### src/rtl/layer1_relu.sv
// Layer-1 activation stage: per-channel bias add, requantisation to 16-bit
// fixed point, ReLU with saturation, and pixel column/row indexing for the
// downstream max-pool stage. Three register stages, fixed latency of 3 clocks.
module layer1_relu #(
    parameter int CH     = 16,
    parameter int ACC_W  = 32,
    parameter int SHIFT  = 8,
    parameter int WIDTH  = 16,
    parameter int HEIGHT = 16
) (
    input  logic                 clk,
    input  logic                 rst,
    input  logic                 conv_vsync,
    input  logic                 conv_href,
    input  logic [CH*ACC_W-1:0]  conv_data,
    input  logic [CH*16-1:0]     bias,
    output logic                 relu_vsync,
    output logic                 relu_href,
    output logic [6:0]           relu_h_cnt,
    output logic [6:0]           relu_v_cnt,
    output logic [CH*16-1:0]     relu_data,
    output logic                 relu_done
);

    localparam int OUT_W = 16;
    // One guard bit so the bias add can never overflow.
    localparam int SUM_W = ACC_W + 1;
    localparam logic [6:0] H_LAST = 7'(WIDTH - 1);
    localparam logic [6:0] V_LAST = 7'(HEIGHT - 1);
    localparam logic signed [SUM_W-1:0] Q_MAX = {{(SUM_W-OUT_W){1'b0}}, 1'b0, {(OUT_W-1){1'b1}}};

    // Bias is in output Q format; align it to the accumulator's fractional bits.
    function automatic logic signed [SUM_W-1:0] bias_add(
        input logic signed [ACC_W-1:0] acc,
        input logic signed [OUT_W-1:0] b
    );
        logic signed [SUM_W-1:0] acc_x;
        logic signed [SUM_W-1:0] b_x;
        acc_x = {acc[ACC_W-1], acc};
        b_x   = {{(SUM_W-OUT_W){b[OUT_W-1]}}, b};
        return acc_x + (b_x <<< SHIFT);
    endfunction

    // Floor requantisation (arithmetic shift), then clamp to 0..32767.
    function automatic logic [OUT_W-1:0] relu_sat(
        input logic signed [SUM_W-1:0] s
    );
        logic signed [SUM_W-1:0] q;
        q = s >>> SHIFT;
        if (q[SUM_W-1]) begin
            return '0;
        end else if (q > Q_MAX) begin
            return Q_MAX[OUT_W-1:0];
        end else begin
            return q[OUT_W-1:0];
        end
    endfunction

    logic signed [SUM_W-1:0] sum_c  [CH];
    logic signed [SUM_W-1:0] sum_p0 [CH];
    logic                    vld_p0;
    logic                    vs_p0;

    logic [OUT_W-1:0]        q_c    [CH];
    logic [OUT_W-1:0]        q_p1   [CH];
    logic                    vld_p1;
    logic                    vs_p1;
    logic [6:0]              h_p1;
    logic [6:0]              v_p1;

    // Index the next valid pixel will receive.
    logic [6:0]              cnt_h;
    logic [6:0]              cnt_v;
    logic                    frame_start;
    logic [6:0]              idx_h;
    logic [6:0]              idx_v;

    // ---------------- stage 1: bias add ----------------

    // Per-lane bias add on the incoming accumulators.
    always_comb begin
        for (int k = 0; k < CH; k++) begin
            sum_c[k] = bias_add(conv_data[k*ACC_W +: ACC_W], bias[k*OUT_W +: OUT_W]);
        end
    end

    // Stage-1 registers; sums load only on a valid input.
    always_ff @(posedge clk) begin
        if (rst) begin
            vld_p0 <= 1'b0;
            vs_p0  <= 1'b0;
            for (int k = 0; k < CH; k++) begin
                sum_p0[k] <= '0;
            end
        end else begin
            vld_p0 <= conv_href;
            vs_p0  <= conv_vsync;
            if (conv_href) begin
                for (int k = 0; k < CH; k++) begin
                    sum_p0[k] <= sum_c[k];
                end
            end
        end
    end

    // ---------------- stage 2: requantise, ReLU, index ----------------

    // Vsync rising edge seen at this stage restarts indexing at (0,0).
    always_comb begin
        frame_start = vs_p0 & ~vs_p1;
        idx_h       = frame_start ? 7'd0 : cnt_h;
        idx_v       = frame_start ? 7'd0 : cnt_v;
        for (int k = 0; k < CH; k++) begin
            q_c[k] = relu_sat(sum_p0[k]);
        end
    end

    // Stage-2 registers plus the column/row counters that tag each pixel.
    always_ff @(posedge clk) begin
        if (rst) begin
            vld_p1 <= 1'b0;
            vs_p1  <= 1'b0;
            h_p1   <= '0;
            v_p1   <= '0;
            cnt_h  <= '0;
            cnt_v  <= '0;
            for (int k = 0; k < CH; k++) begin
                q_p1[k] <= '0;
            end
        end else begin
            vld_p1 <= vld_p0;
            vs_p1  <= vs_p0;
            if (vld_p0) begin
                h_p1 <= idx_h;
                v_p1 <= idx_v;
                for (int k = 0; k < CH; k++) begin
                    q_p1[k] <= q_c[k];
                end
                if (idx_h == H_LAST) begin
                    cnt_h <= '0;
                    cnt_v <= (idx_v == V_LAST) ? 7'd0 : idx_v + 7'd1;
                end else begin
                    cnt_h <= idx_h + 7'd1;
                    cnt_v <= idx_v;
                end
            end else if (frame_start) begin
                cnt_h <= '0;
                cnt_v <= '0;
            end
        end
    end

    // ---------------- stage 3: output registers ----------------

    // Output registers; data and indices hold between valid pixels.
    always_ff @(posedge clk) begin
        if (rst) begin
            relu_href  <= 1'b0;
            relu_vsync <= 1'b0;
            relu_h_cnt <= '0;
            relu_v_cnt <= '0;
            relu_data  <= '0;
        end else begin
            relu_href  <= vld_p1;
            relu_vsync <= vs_p1;
            if (vld_p1) begin
                relu_h_cnt <= h_p1;
                relu_v_cnt <= v_p1;
                for (int k = 0; k < CH; k++) begin
                    relu_data[k*OUT_W +: OUT_W] <= q_p1[k];
                end
            end
        end
    end

    // Frame-done pulse the cycle after the last pixel of a frame leaves.
    always_ff @(posedge clk) begin
        if (rst) begin
            relu_done <= 1'b0;
        end else begin
            relu_done <= relu_href && (relu_h_cnt == H_LAST) && (relu_v_cnt == V_LAST);
        end
    end

endmodule

### config.mk
export PLATFORM = sky130hd
export DESIGN_NAME = layer1_relu
export DESIGN_NICKNAME = d
export VERILOG_FILES = /design/src/rtl/layer1_relu.sv
export SDC_FILE = /design/constraint.sdc
export NUM_CORES = 2
export LEC_CHECK = 0
export ABC_AREA = 0
export CAP_MARGIN = 20
export CORE_AREA = 5 5 402 404
export DETAILED_ROUTE_END_ITERATION = 16
export DIE_AREA = 0 0 407 409
export PLACE_DENSITY = 0.55
export SLEW_MARGIN = 5
export SYNTH_ARGS = -nofsm -noshare
export SYNTH_HDL_FRONTEND = slang
export SYNTH_SLANG_ARGS = --single-unit
### constraint.sdc
create_clock -name clk -period 14 [get_ports clk]
set_clock_uncertainty 0.05 [all_clocks]
set_input_delay 2.1 -clock clk [delete_from_list [all_inputs] [get_ports clk]]
set_output_delay 2.1 -clock clk [all_outputs]
set_load 0.03 [all_outputs]
Word level (Yosys, flattened, before mapping)
Memories as Yosys holds them, arrays and structs flattened. A register that Yosys moved wholly into a read port is not among the register bits.
Cells that the tools add are included.
{"block": "totals", "reg_bits": 49, "mem_bits_rw": 784, "in_bits": 772, "output_inout_bits": 273, "wordCells": 168, "mem_count": 2}
{"block": "op_classes", "add_sub_neg": 18, "magnitude_cmp": 16, "n_eq_ne": 4, "muxes": 79, "bitwise": 34, "n_reduce_logical": 2}
{"memory": "sum_p0", "depth": 16, "width": 33, "rd": 16, "rd_ports_with_merged_regs": 0, "wr": 16, "line_no": "60", "source": "logic signed [SUM_W-1:0] sum_p0 [CH];"}
{"memory": "q_p1", "depth": 16, "width": 16, "rd": 16, "rd_ports_with_merged_regs": 16, "wr": 16, "line_no": "65", "source": "logic [OUT_W-1:0] q_p1 [CH];"}
{"cell": "$mux W16", "count": 48}
{"cell": "$add A32 B24 Y33", "count": 16}
{"cell": "$mux W33", "count": 16}
{"cell": "$gt A25 B16 Y1 const B", "count": 16}
{"cell": "$mux W7", "count": 7}
{"cell": "$or A1 B1 Y1", "count": 32}
{"cell": "$eq A7 B4 Y1 const B", "count": 4}
{"cell": "$add A7 B1 Y7 const B", "count": 2}
{"cell": "$mux W1", "count": 8}
{"cell": "$logic_and A1 B1 Y1", "count": 2}
{"cell": "$and A1 B1 Y1", "count": 1}
{"cell": "$not A1 Y1", "count": 1}

Logic depth before layout (Yosys ltp)
{"block": "logic_depth", "word_depth": 7, "mapped_depth": 12, "mapped_depth_nobuf": 11}

Least setup slack after synthesis
No wires, ideal clock.
{"block": "synth_path", "path_kind": "in2reg", "start": "input port rst", "end": "memory sum_p0[0][107] (netlist name), enable pin", "setup_time_ps": 599, "arrival_ps": 7787, "t_required_ps": 13351, "slack_ps": 5564, "stages": 4, "n_path_buf": 3, "path_cell_list": "clkbuf_1 > buf_1 > clkbuf_1 > or2_2"}
{"element": "from (decl)", "line_no": "12", "source": "input logic rst,"}
{"element": "to (decl)", "line_no": "60"}

==> results.sh <==
export IMPL_grt_pass1_wl_mm=249
export IMPL_min_path_type="reg -> reg"
export IMPL_insertion_delay_ns=0.72
export IMPL_portBuffers=916
export IMPL_ys_seq_area_share_pct=49.3
export IMPL_tns_ns=0
export IMPL_finalWirelength_mm=168
export IMPL_fin_nets=6925
export IMPL_netlist_area_leader_share_pct=37.6
export IMPL_first_pass_iters=7
export IMPL_fmax_mhz=191
export IMPL_grt_pass1_vias=40300
export IMPL_cap_viol_max_count=0
export IMPL_crit_arrival_ns=5.61
export IMPL_rsz0062_at_grt="false"
export IMPL_end_kind="flip-flop"
export IMPL_tightest_slew_ns=1.08
export IMPL_async_reset_ff_share_pct=0
export IMPL_clockBufferDepth=3
export IMPL_syn_inst=4844
export IMPL_cts_buffers=110
export IMPL_drv_slew=0
export IMPL_ys_flop_type="edfxtp_1"
export IMPL_leakagePower_nw=26.3
export IMPL_clk_pin_slew_ns=0.06
export IMPL_clock_root_buffer="clkbuf_16"
export IMPL_synth_edf_count=656
export IMPL_grt_ovfl_total=0
export IMPL_ios=1045
export IMPL_drive_above_1_share_pct=4.91
export IMPL_cp_data_required_time_ns=14.37
export IMPL_post_drt_wl_per_cell_microns=21.1
export IMPL_vias=40000
export IMPL_final_util_pct=43.0
export IMPL_antenna_left=0
export IMPL_synth_seq_cells=961
export IMPL_synth_warnings=0
export IMPL_drcViolationCount=0
export IMPL_status="completed"
export IMPL_multi_input_area_sq_um=25700
export IMPL_dpl_cell_area_sq_um=63900
export IMPL_min_period_ns=5.24
export IMPL_post_drt_via_cell_ratio=5.04
export IMPL_setup_violations=0
export IMPL_antenna_found_initial=42
export IMPL_die_h_microns=409
export IMPL_hold_buffers=0
export IMPL_syn_area_sq_um=52400
export IMPL_gp_congestion=0.884
export IMPL_area_growth_pct=29.2
export IMPL_yosys_top_cells_area="edfxtp_1 38%, dfxtp_1 12%, ha_1 9.2%, mux2i_1 5.4%, nor2_1 5.4%"
export IMPL_finalCritPeriodShare_pct=37.4
export IMPL_cts_num_sinks=961
export IMPL_grt_start_max_net_pins=180
export IMPL_hold_viol=0
export IMPL_htreeDepth=3
export IMPL_die_area_sq_um=166000
export IMPL_syn_avg_cell_area_sq_um=10.8
export IMPL_irDropWorstVdd_v=0.000106
export IMPL_cts_tree="done"
export IMPL_crit_path_start_kind="input pin"
export IMPL_drtIter0Drc=2199
export IMPL_track_usage_pct=19.4
export IMPL_post_cts_buffers=0
export IMPL_fill_cells=15100
export IMPL_hpwlAfterDp_mm=127
export IMPL_start_util_pct=33.3
export IMPL_core_region_area_sq_um=157000
export IMPL_final_seq_area_sq_um=25800
export IMPL_design_area_sq_um=67700
export IMPL_critical_path_class="in -> reg"
export IMPL_crit_fanout=3
export IMPL_floorplan_rows=146
export IMPL_p_per_area_nw_per_um2=115
export IMPL_post_cts_resized=0
export IMPL_timing_slew_headroom_pct=27.6
export IMPL_yosys_area_top_type="edfxtp_1"
export IMPL_die_x_microns=407
export IMPL_ys_types=90
-- layer usage --
layer | vias to the layer above | global-route usage, % | routed length [microns]
li1 | 19700 | - | -
met3 | 194 | 6.44 | 14900
met1 | 19000 | 24.5 | 71800
met5 | - | 0 | 166
met4 | 26 | 4.96 | 3510
met2 | 1095 | 32.1 | 77700
-- flip-flops by register name, indices dropped and copies added, names as in the netlist, 7 cells and up --
| register | cells |
|---|---|
| cnt_h | 7 |
| cnt_v | 7 |
| h_p1 | 7 |
| q_p1 | 256 |
| relu_data | 256 |
| relu_h_cnt | 7 |
| relu_v_cnt | 7 |
| sum_p0 | 400 |
| v_p1 | 7 |
-- area by class of cell --
| cell class | instances | share of cell area [%] |
|---|---|---|
| clock buffer | 161 | 4.68 |
| antenna | 25 | 0.0925 |
| inverter | 81 | 0.462 |
| clock inverter | 48 | 0.808 |
| sequential | 961 | 38.1 |
| multi-input combinational | 3640 | 37.9 |
| timing repair buffer | 957 | 14.1 |
| tap | 2072 | 3.83 |
-- path summary, 6_finish.rpt --
kind                         end  slack [ns]  cells after the start           start
hold / removal     relu_data[86]        0.41                      2     q_p1[0][86]
setup reg to reg   relu_data[62]       10.57                      4          vld_p1
setup / recovery  sum_p0[0][162]        8.76                     12  conv_data[136]
hold reg to reg    relu_data[86]        0.41                      2     q_p1[0][86]
-- logic make-up after synthesis --
| logic type | count (synthesis) | share of synthesized area (%) |
|---|---|---|
| and+or+nand+nor | 1456 | 12.8 |
| AOI/OAI and AO/OA | 1189 | 15.9 |
| DFF | 961 | 49.3 |
| adders and majority gates | 402 | 9.84 |
| muxes | 291 | 5.58 |
| xor gates and xnor gates | 286 | 4.78 |
| buffers and inverters | 258 | 1.85 |
| other | 1 | 0.00716 |
-- cells in the mapped netlist (9+ instances only) --
library cell,number
a211o_1,11
a211oi_1,26
a21o_1,187
a21oi_1,258
a22o_1,11
a31oi_1,53
a41oi_1,10
and2_1,36
and3_1,40
and4_1,10
buf_1,37
clkbuf_1,138
dfxtp_1,305
edfxtp_1,656
fa_1,16
ha_1,386
inv_1,80
mux2i_1,285
nand2_1,166
nand2b_1,65
nand3_1,83
nand3b_1,9
nand4_1,30
nor2_1,754
nor2b_1,58
nor3_1,110
nor3b_1,14
nor4_1,33
o211ai_1,17
o21a_1,269
o21ai_0,137
o21ai_1,13
o21bai_1,50
o31ai_1,18
or2_2,12
or3_1,17
xnor2_1,147
xor2_1,139
-- critical path, stage by stage --
cell             delay, ns
clkdlybuf4s50_1       0.41
ha_1                  0.22
fa_1                  0.42
a21oi_1               0.17
o21bai_1              0.16
a2111oi_4             0.48
o21ai_0               0.35
a211oi_1              0.62
nor4_1                0.15
a211oi_1              0.29
xor2_1                0.19
nor2_1                0.05
-- stage by stage --
stage | cells | hold slack [ns] | worst slack (ns) | power (mW)
2_1_floorplan | 4859 | 0.375 | 5.56 | 4.37
3_3_place_gp | 7707 | 0.412 | 8.04 | 4.90
3_5_place_dp | 7709 | 0.414 | 8.03 | 4.91
4_1_cts | 7918 | 0.403 | 8.82 | 7.88
5_1_grt | 7930 | 0.442 | 8.49 | 8.16
6_report | 7945 | 0.405 | 8.76 | 7.77
-- layout by cell type, fill, tap and decap left out, types with 14 or more instances in the layout --
cell / instances
xnor2_1: 147
o31ai_1: 18
o21ai_0: 137
fa_1: 16
clkbuf_16: 113
and3_1: 40
a21o_1: 187
nor3_1: 110
nor4_1: 33
ha_1: 386
a211oi_1: 26
nand2b_1: 65
a21oi_1: 258
diode_2: 25
buf_4: 37
or3_1: 17
and2_1: 36
nand3_1: 83
nor2_1: 753
xor2_1: 139
clkinv_2: 14
a31oi_1: 53
clkbuf_8: 16
clkdlybuf4s50_1: 915
o21a_1: 269
edfxtp_1: 656
nand4_1: 30
dfxtp_1: 304
mux2i_1: 285
o211ai_1: 17
o21bai_1: 50
nand2_1: 164
clkbuf_1: 32
nor2b_1: 58
conb_1: 16
nor3b_1: 14
inv_1: 79
-- power by group --
| part | internal [mW] | switching (mW) | leakage, nW | total, mW |
|---|---|---|---|---|
| Combinational | 0.662 | 0.818 | 15.1 | 1.48 |
| Clock | 1.69 | 1.22 | 1.79 | 2.91 |
| Sequential | 3.30 | 0.0714 | 9.49 | 3.37 |
| Total | 5.65 | 2.11 | 26.3 | 7.77 |
No activity file was read; power rests on OpenSTA's default activity.
